<file path="src/rtl/bitwise_shift_unit_if.sv">
// Request/response bundle for bitwise_shift_unit: valid/ready operation input
// and valid/ready double-width result output.
interface bitwise_shift_unit_if #(
    parameter int WIDTH = 16
);
    logic                 in_valid;
    logic                 in_ready;
    logic [2:0]           op_sel;
    logic [WIDTH-1:0]     a;
    logic [WIDTH-1:0]     b;
    logic                 out_valid;
    logic                 out_ready;
    logic [2*WIDTH-1:0]   result;
    logic                 busy;

    modport master (
        output in_valid, op_sel, a, b, out_ready,
        input  in_ready, out_valid, result, busy
    );

    modport slave (
        input  in_valid, op_sel, a, b, out_ready,
        output in_ready, out_valid, result, busy
    );
endinterface

</file>
<file path="src/rtl/bitwise_shift_unit.sv">
// Handshaked logic/shift unit: one-cycle logic ops and ABS, serial shifts one bit per cycle.
// Define BITWISE_ROTATE_EN to enable opcode 111 (ROL); otherwise 111 returns zero.
module bitwise_shift_unit #(
    parameter int WIDTH = 16,
    parameter int CNT_W = $clog2(2*WIDTH)+1
) (
    input logic                clk,
    input logic                rst_n,
    bitwise_shift_unit_if.slave bus
);
    localparam int XW = 2*WIDTH;

    localparam logic [2:0] OP_AND = 3'b000;
    localparam logic [2:0] OP_OR  = 3'b001;
    localparam logic [2:0] OP_XOR = 3'b010;
    localparam logic [2:0] OP_NOT = 3'b011;
    localparam logic [2:0] OP_SHL = 3'b100;
    localparam logic [2:0] OP_SHR = 3'b101;
    localparam logic [2:0] OP_ABS = 3'b110;
`ifdef BITWISE_ROTATE_EN
    localparam logic [2:0] OP_ROL = 3'b111;
`endif

    localparam logic [CNT_W-1:0] CNT_ZERO = {CNT_W{1'b0}};
    localparam logic [CNT_W-1:0] CNT_ONE  = CNT_W'(1);
    localparam logic [CNT_W-1:0] CNT_MAX  = CNT_W'(XW);
    localparam logic [WIDTH-1:0] B_LIMIT  = WIDTH'(XW);

    typedef enum logic [1:0] {
        ST_IDLE  = 2'b00,
        ST_SHIFT = 2'b01,
        ST_DONE  = 2'b10
    } state_t;

    state_t           state_r, state_nx_s;
    logic [XW-1:0]    acc_r, acc_nx_s, load_s, step_s;
    logic [CNT_W-1:0] cnt_r, cnt_nx_s, amt_s;
    logic [2:0]       op_r, op_nx_s;
    logic             serial_s;
    logic             accept_s;
    logic             in_ready_r, out_valid_r, busy_r;

    function automatic logic [XW-1:0] sext(input logic [WIDTH-1:0] v);
        return {{WIDTH{v[WIDTH-1]}}, v};
    endfunction

    assign accept_s = bus.in_valid & in_ready_r;

    // Decode the incoming opcode into accumulator preload and serial step count.
    always_comb begin
        load_s   = {XW{1'b0}};
        amt_s    = CNT_ZERO;
        serial_s = 1'b0;
        case (bus.op_sel)
            OP_AND: load_s = sext(bus.a & bus.b);
            OP_OR:  load_s = sext(bus.a | bus.b);
            OP_XOR: load_s = sext(bus.a ^ bus.b);
            OP_NOT: load_s = sext(~bus.a);
            OP_SHL, OP_SHR: begin
                load_s   = sext(bus.a);
                amt_s    = (bus.b >= B_LIMIT) ? CNT_MAX : CNT_W'(bus.b);
                serial_s = 1'b1;
            end
            // Negation happens at double width, so the most negative input cannot overflow.
            OP_ABS: load_s = bus.a[WIDTH-1] ? ({XW{1'b0}} - sext(bus.a)) : sext(bus.a);
`ifdef BITWISE_ROTATE_EN
            OP_ROL: begin
                load_s   = {{WIDTH{1'b0}}, bus.a};
                amt_s    = CNT_W'(bus.b[$clog2(WIDTH)-1:0]);
                serial_s = 1'b1;
            end
`endif
            default: begin
                load_s   = {XW{1'b0}};
                amt_s    = CNT_ZERO;
                serial_s = 1'b0;
            end
        endcase
    end

    // One-bit step of the accumulator for the latched serial opcode.
    always_comb begin
        step_s = acc_r;
        case (op_r)
            OP_SHL: step_s = {acc_r[XW-2:0], 1'b0};
            OP_SHR: step_s = {acc_r[XW-1], acc_r[XW-1:1]};
`ifdef BITWISE_ROTATE_EN
            OP_ROL: step_s = {{WIDTH{1'b0}}, acc_r[WIDTH-2:0], acc_r[WIDTH-1]};
`endif
            default: step_s = acc_r;
        endcase
    end

    // Next-state and datapath update for the IDLE/SHIFT/DONE sequencer.
    always_comb begin
        state_nx_s = state_r;
        acc_nx_s   = acc_r;
        cnt_nx_s   = cnt_r;
        op_nx_s    = op_r;
        case (state_r)
            ST_IDLE: begin
                if (accept_s) begin
                    op_nx_s    = bus.op_sel;
                    acc_nx_s   = load_s;
                    cnt_nx_s   = amt_s;
                    state_nx_s = (serial_s && (amt_s != CNT_ZERO)) ? ST_SHIFT : ST_DONE;
                end else begin
                    state_nx_s = ST_IDLE;
                end
            end
            ST_SHIFT: begin
                acc_nx_s = step_s;
                cnt_nx_s = cnt_r - CNT_ONE;
                if (cnt_r == CNT_ONE) begin
                    state_nx_s = ST_DONE;
                end else begin
                    state_nx_s = ST_SHIFT;
                end
            end
            ST_DONE: begin
                if (bus.out_ready) begin
                    state_nx_s = ST_IDLE;
                end else begin
                    state_nx_s = ST_DONE;
                end
            end
            default: begin
                state_nx_s = ST_IDLE;
                cnt_nx_s   = CNT_ZERO;
            end
        endcase
    end

    // Sequencer state register.
    always_ff @(posedge clk or negedge rst_n) begin
        if (!rst_n) begin
            state_r <= ST_IDLE;
        end else begin
            state_r <= state_nx_s;
        end
    end

    // Accumulator, step counter and latched opcode.
    always_ff @(posedge clk or negedge rst_n) begin
        if (!rst_n) begin
            acc_r <= {XW{1'b0}};
            cnt_r <= CNT_ZERO;
            op_r  <= 3'b000;
        end else begin
            acc_r <= acc_nx_s;
            cnt_r <= cnt_nx_s;
            op_r  <= op_nx_s;
        end
    end

    // Handshake flags registered from the next state so they align with state_r.
    always_ff @(posedge clk or negedge rst_n) begin
        if (!rst_n) begin
            in_ready_r  <= 1'b1;
            out_valid_r <= 1'b0;
            busy_r      <= 1'b0;
        end else begin
            in_ready_r  <= (state_nx_s == ST_IDLE);
            out_valid_r <= (state_nx_s == ST_DONE);
            busy_r      <= (state_nx_s != ST_IDLE);
        end
    end

    assign bus.in_ready  = in_ready_r;
    assign bus.out_valid = out_valid_r;
    assign bus.busy      = busy_r;
    assign bus.result    = acc_r;

endmodule

</file>
<file path="src/flat_wrapper.sv">
// flat-port wrapper written by rule: the top's interface ports become plain ports
module bitwise_shift_unit_flat 
#(
    parameter int WIDTH = 16,
    parameter int CNT_W = $clog2(2*WIDTH)+1
)
  (clk, rst_n, bus_in_valid, bus_op_sel, bus_a, bus_b, bus_out_ready, bus_in_ready, bus_out_valid, bus_result, bus_busy);
  bitwise_shift_unit_if #(.WIDTH(WIDTH)) bus_i ();
  input logic clk;
  input logic rst_n;
  input wire logic [$bits(bus_i.in_valid)-1:0] bus_in_valid;
  input wire logic [$bits(bus_i.op_sel)-1:0] bus_op_sel;
  input wire logic [$bits(bus_i.a)-1:0] bus_a;
  input wire logic [$bits(bus_i.b)-1:0] bus_b;
  input wire logic [$bits(bus_i.out_ready)-1:0] bus_out_ready;
  output wire logic [$bits(bus_i.in_ready)-1:0] bus_in_ready;
  output wire logic [$bits(bus_i.out_valid)-1:0] bus_out_valid;
  output wire logic [$bits(bus_i.result)-1:0] bus_result;
  output wire logic [$bits(bus_i.busy)-1:0] bus_busy;
  assign bus_i.in_valid = bus_in_valid;
  assign bus_i.op_sel = bus_op_sel;
  assign bus_i.a = bus_a;
  assign bus_i.b = bus_b;
  assign bus_i.out_ready = bus_out_ready;
  assign bus_in_ready = bus_i.in_ready;
  assign bus_out_valid = bus_i.out_valid;
  assign bus_result = bus_i.result;
  assign bus_busy = bus_i.busy;
  bitwise_shift_unit #(.WIDTH(WIDTH), .CNT_W(CNT_W)) u_core (.clk(clk), .rst_n(rst_n), .bus(bus_i));
endmodule
</file>
<file path="config.mk">
export PLATFORM = sky130hd
export DESIGN_NAME = bitwise_shift_unit_flat
export DESIGN_NICKNAME = d
export VERILOG_FILES = /design/src/rtl/bitwise_shift_unit_if.sv /design/src/rtl/bitwise_shift_unit.sv /design/src/flat_wrapper.sv
export SDC_FILE = /design/constraint.sdc
export NUM_CORES = 1
export LEC_CHECK = 0
export ABC_CLOCK_PERIOD_IN_PS = 3140
export CAP_MARGIN = 20
export CORE_AREA = 5 5 83 142
export DETAILED_ROUTE_END_ITERATION = 6
export DIE_AREA = 0 0 88 147
export PLACE_DENSITY = 0.64
export REMOVE_ABC_BUFFERS = 1
export SLEW_MARGIN = 20
export SYNTH_ARGS = -nofsm -noshare
export SYNTH_HDL_FRONTEND = slang
export SYNTH_SLANG_ARGS = --single-unit
</file>
<file path="constraint.sdc">
create_clock -name clk -period 3.14 [get_ports clk]
set_clock_uncertainty 0.1 [all_clocks]
set_input_delay 0.471 -clock clk [delete_from_list [all_inputs] [get_ports clk]]
set_output_delay 0.471 -clock clk [all_outputs]
set_load 0.01 [all_outputs]
</file>
==> impl_metrics.tcl <==
set metrics [dict create \
    outcome "finished, final reports clean" \
    crit_fanout 5 \
    crit_type "in -> reg" \
    cts.sinks 46 \
    cts_tree "built" \
    synth_area_leader_cell "dfrtp_1" \
    hold_buffers 0 \
    core_sq_um 10600 \
    vias_per_cell 5.59 \
    vias 3983 \
    post-route-drc-count 0 \
    gp_congestion 0.901 \
    grt_max_degree 47 \
    diodes 0 \
    dieArea_sq_um 12900 \
    h-tree-depth 2 \
    ctsResizeCount 0 \
    met1_usage 0.236 \
    cts_buffer_depth 2 \
    yosys_most_used_dff "dfrtp_1" \
    cts_inserted_buffers 5 \
    ys_types 57 \
    postCtsSetupRepairBufs 0 \
    clock_latency_ns 0.29 \
    startpoint_type "primary input" \
    tns_ns 0 \
    yosysSeqAreaShare 0.283 \
    max_clock_freq_mhz 401 \
    use_met2 0.341 \
    min_period_ns 2.49 \
    drt_iter0_markers 137 \
    avgSynthCellArea_sq_um 7.90 \
    chipWidth_microns 88 \
    port-buffer-count 73 \
    syn2layout_area_growth_pct 26.1 \
    cp_slowest_cell "clkdlybuf4s50_1" \
    final_max_slew_viol_count 0 \
    synth.area.top_cells "dfrtp_1 28%, ha_1 11%, nand2_1 7.6%" \
    hold_slack_ns 0.0729 \
    maxCapViolCount 0 \
    busiest_layer "met2" \
    endpoint_kind "flop" \
    path_cells "clkdlybuf4s50_1, inv_1, ha_1, nor2b_1, nand2_1, o21ai_0, mux2_2, a31oi_1" \
    slew_headroom 0.585 \
    yosys_warnings 0 \
    ys_seq_elements 46 \
    crit_required_ns 3.25 \
    cts_root_buf "clkbuf_16" \
    final_area_sq_um 5130 \
    wl_per_cell_microns 16.9 \
    grtUsageTotal 0.192 \
    yosysTopAreaCellShare 0.277 \
    fp.dieH_microns 147 \
    drt_first_pass_iters 4 \
    fin_crit_sh 0.794 \
    worstPathArrival_ns 2.60 \
    synth_async_sr_flop_share 1.00 \
    antenna_found_initial 0 \
    initial_core_util 0.385 \
    synthCells 515 \
    rsz0062_at_grt "no" \
    io_pins 74 \
    hold_path.class "in -> async" \
    p_leak_nw 2.24 \
    placedInstanceArea_sq_um 4980 \
    syn-cell-area_sq_um 4070 \
    powerDensity_nw_per_um2 719 \
    antenna_left 0 \
    overflow 0 \
    final_util 0.485 \
    num_rows 50 \
    finalHoldViolCount 0 \
    wl_microns 12000 \
    hpwl_microns 9340 \
    cts.reportedPaths.clkPinSlew_ns 0.07 \
    grt_pass1_vias 3983 \
    synth_edf_count 0 \
    drive_above_1_share 0.0806 \
    setup_viol 0 \
    ir_drop_mv 0.392 \
    met3_usage 0.0230 \
    cpPeakStageDelay_ns 0.50 \
    worstMarginPinSlew_ns 0.620 \
    grt_pass1_wl_microns 19900 \
    fin_nets 656 \
]
per-stage QoR:
stage,std cells,setup WS (ns),power [W]
after floorplan,479,0.0131,0.00222
after global placement,705,0.379,0.00314
after detailed placement,705,0.363,0.00319
after CTS,713,0.643,0.00372
after global routing,713,0.535,0.00399
final,713,0.646,0.00369
critical path: cells and delay by family:
kind,cells,cell delay (ns)
adders and majority gates,1,0.28
muxes,1,0.37
AOI/OAI and AO/OA,2,0.41
and+or+nand+nor,2,0.43
buffers and inverters,2,0.65
cells in the final DEF, fill, tap and decap left out, types with 4 or more instances in the layout:
master           netlist  final
clkbuf_16              0      5
nand3b_1               5      5
mux2i_1                8      8
nor3_1                 7      7
nor4_1                 5      5
o22a_1                19     19
o211ai_1               5      5
o221ai_1               5      5
buf_4                  1     23
a32oi_1                4      4
nor2b_1               13     13
o21ai_0               22     22
nand3_1               12     12
clkdlybuf4s50_1        0     72
a31oi_1               10     10
a221oi_1               5      5
nand2b_1               6      6
mux2_2                 5      5
nand2_1               82     82
nor2_1                37     37
a22oi_1                4      4
ha_1                  35     35
dfrtp_1               45     45
a21oi_1               44     43
inv_1                 43     43
xnor2_1                7      7
o31ai_1                4      4
metal layers:
metal,up-vias,part of all wire
met1,1941,0.41
met2,85,0.53
li1,1944,-
met4,0,0.015
met5,-,0
met3,13,0.042
cells by family (layout without fill, tap and decap cells):
kind of cell,count (synthesis),in the layout,synth area share
and+or+nand+nor,182,182,0.210
AOI/OAI and AO/OA,147,147,0.243
DFF,46,46,0.283
adders and majority gates,35,35,0.108
buffers and inverters,80,148,0.0830
muxes,17,17,0.0566
xor gates and xnor gates,8,8,0.0172
sequential cells by signal, indices dropped and copies added (netlist names):
name                  flops
u_core.bus.busy           1
u_core.bus.in_ready       1
u_core.bus.out_valid      1
u_core.bus.result        32
u_core.cnt_r              6
u_core.op_r               3
u_core.state_r            2
final cells by class:
class | instances | area, sq um
Clock buffer | 5 | 125
Clock inverter | 3 | 21.3
Fill cell | 1092 | 5440
Inverter | 44 | 165
Multi-Input combinational cell | 389 | 2590
Sequential cell | 46 | 1150
Tap cell | 130 | 163
Timing Repair Buffer | 96 | 913
report_power, final:
| group | leakage, nW | internal (W) | total (W) | switching, W |
|---|---|---|---|---|
| clock | 0.0698 | 0.000295 | 0.000530 | 0.000235 |
| sequential | 0.536 | 0.000887 | 0.00120 | 0.000311 |
| combinational | 1.63 | 0.000982 | 0.00196 | 0.000979 |
| total | 2.24 | 0.00216 | 0.00369 | 0.00152 |
Yosys cell counts, types with 2 or more instances:
master	instances
a221oi_1	5
and3_1	2
a22oi_1	4
buf_2	9
a21o_1	3
buf_6	3
mux2_2	5
nand3b_1	5
o211ai_1	5
mux2i_1	8
a2111oi_0	2
buf_1	2
nor2_1	37
nand2b_1	6
nand2_1	82
mux4_2	3
o31ai_1	4
o22a_1	19
nand3_1	12
o21ai_0	22
a41oi_1	3
a211o_1	3
dfrtp_1	45
nor4_1	5
and2_1	2
a211oi_1	3
o2111ai_1	2
xnor2_1	7
a31oi_1	10
o221ai_1	5
nand4_1	2
or2_2	2
nor3_1	7
a21oi_1	44
clkbuf_1	21
o41ai_1	2
and3b_1	2
ha_1	35
inv_1	43
o22ai_1	2
a32oi_1	4
nor2b_1	13
worst paths after layout:
kind	startpoint	to	slack, ns	depth (start not counted)
worst min-delay path	rst_n	u_core.cnt_r[3]	0.07	1
max in group asynchronous	rst_n	u_core.bus.result[11]	2.44	1
min in group clk	u_core.op_r[0]	u_core.op_r[0]	0.44	1
worst max register to register	u_core.state_r[0]	u_core.bus.result[31]	0.88	6
worst max-delay path	bus_a[1]	u_core.bus.result[14]	0.65	8
worst min register to register	u_core.op_r[0]	u_core.op_r[0]	0.44	1
(Power assumes the default switching activity.)
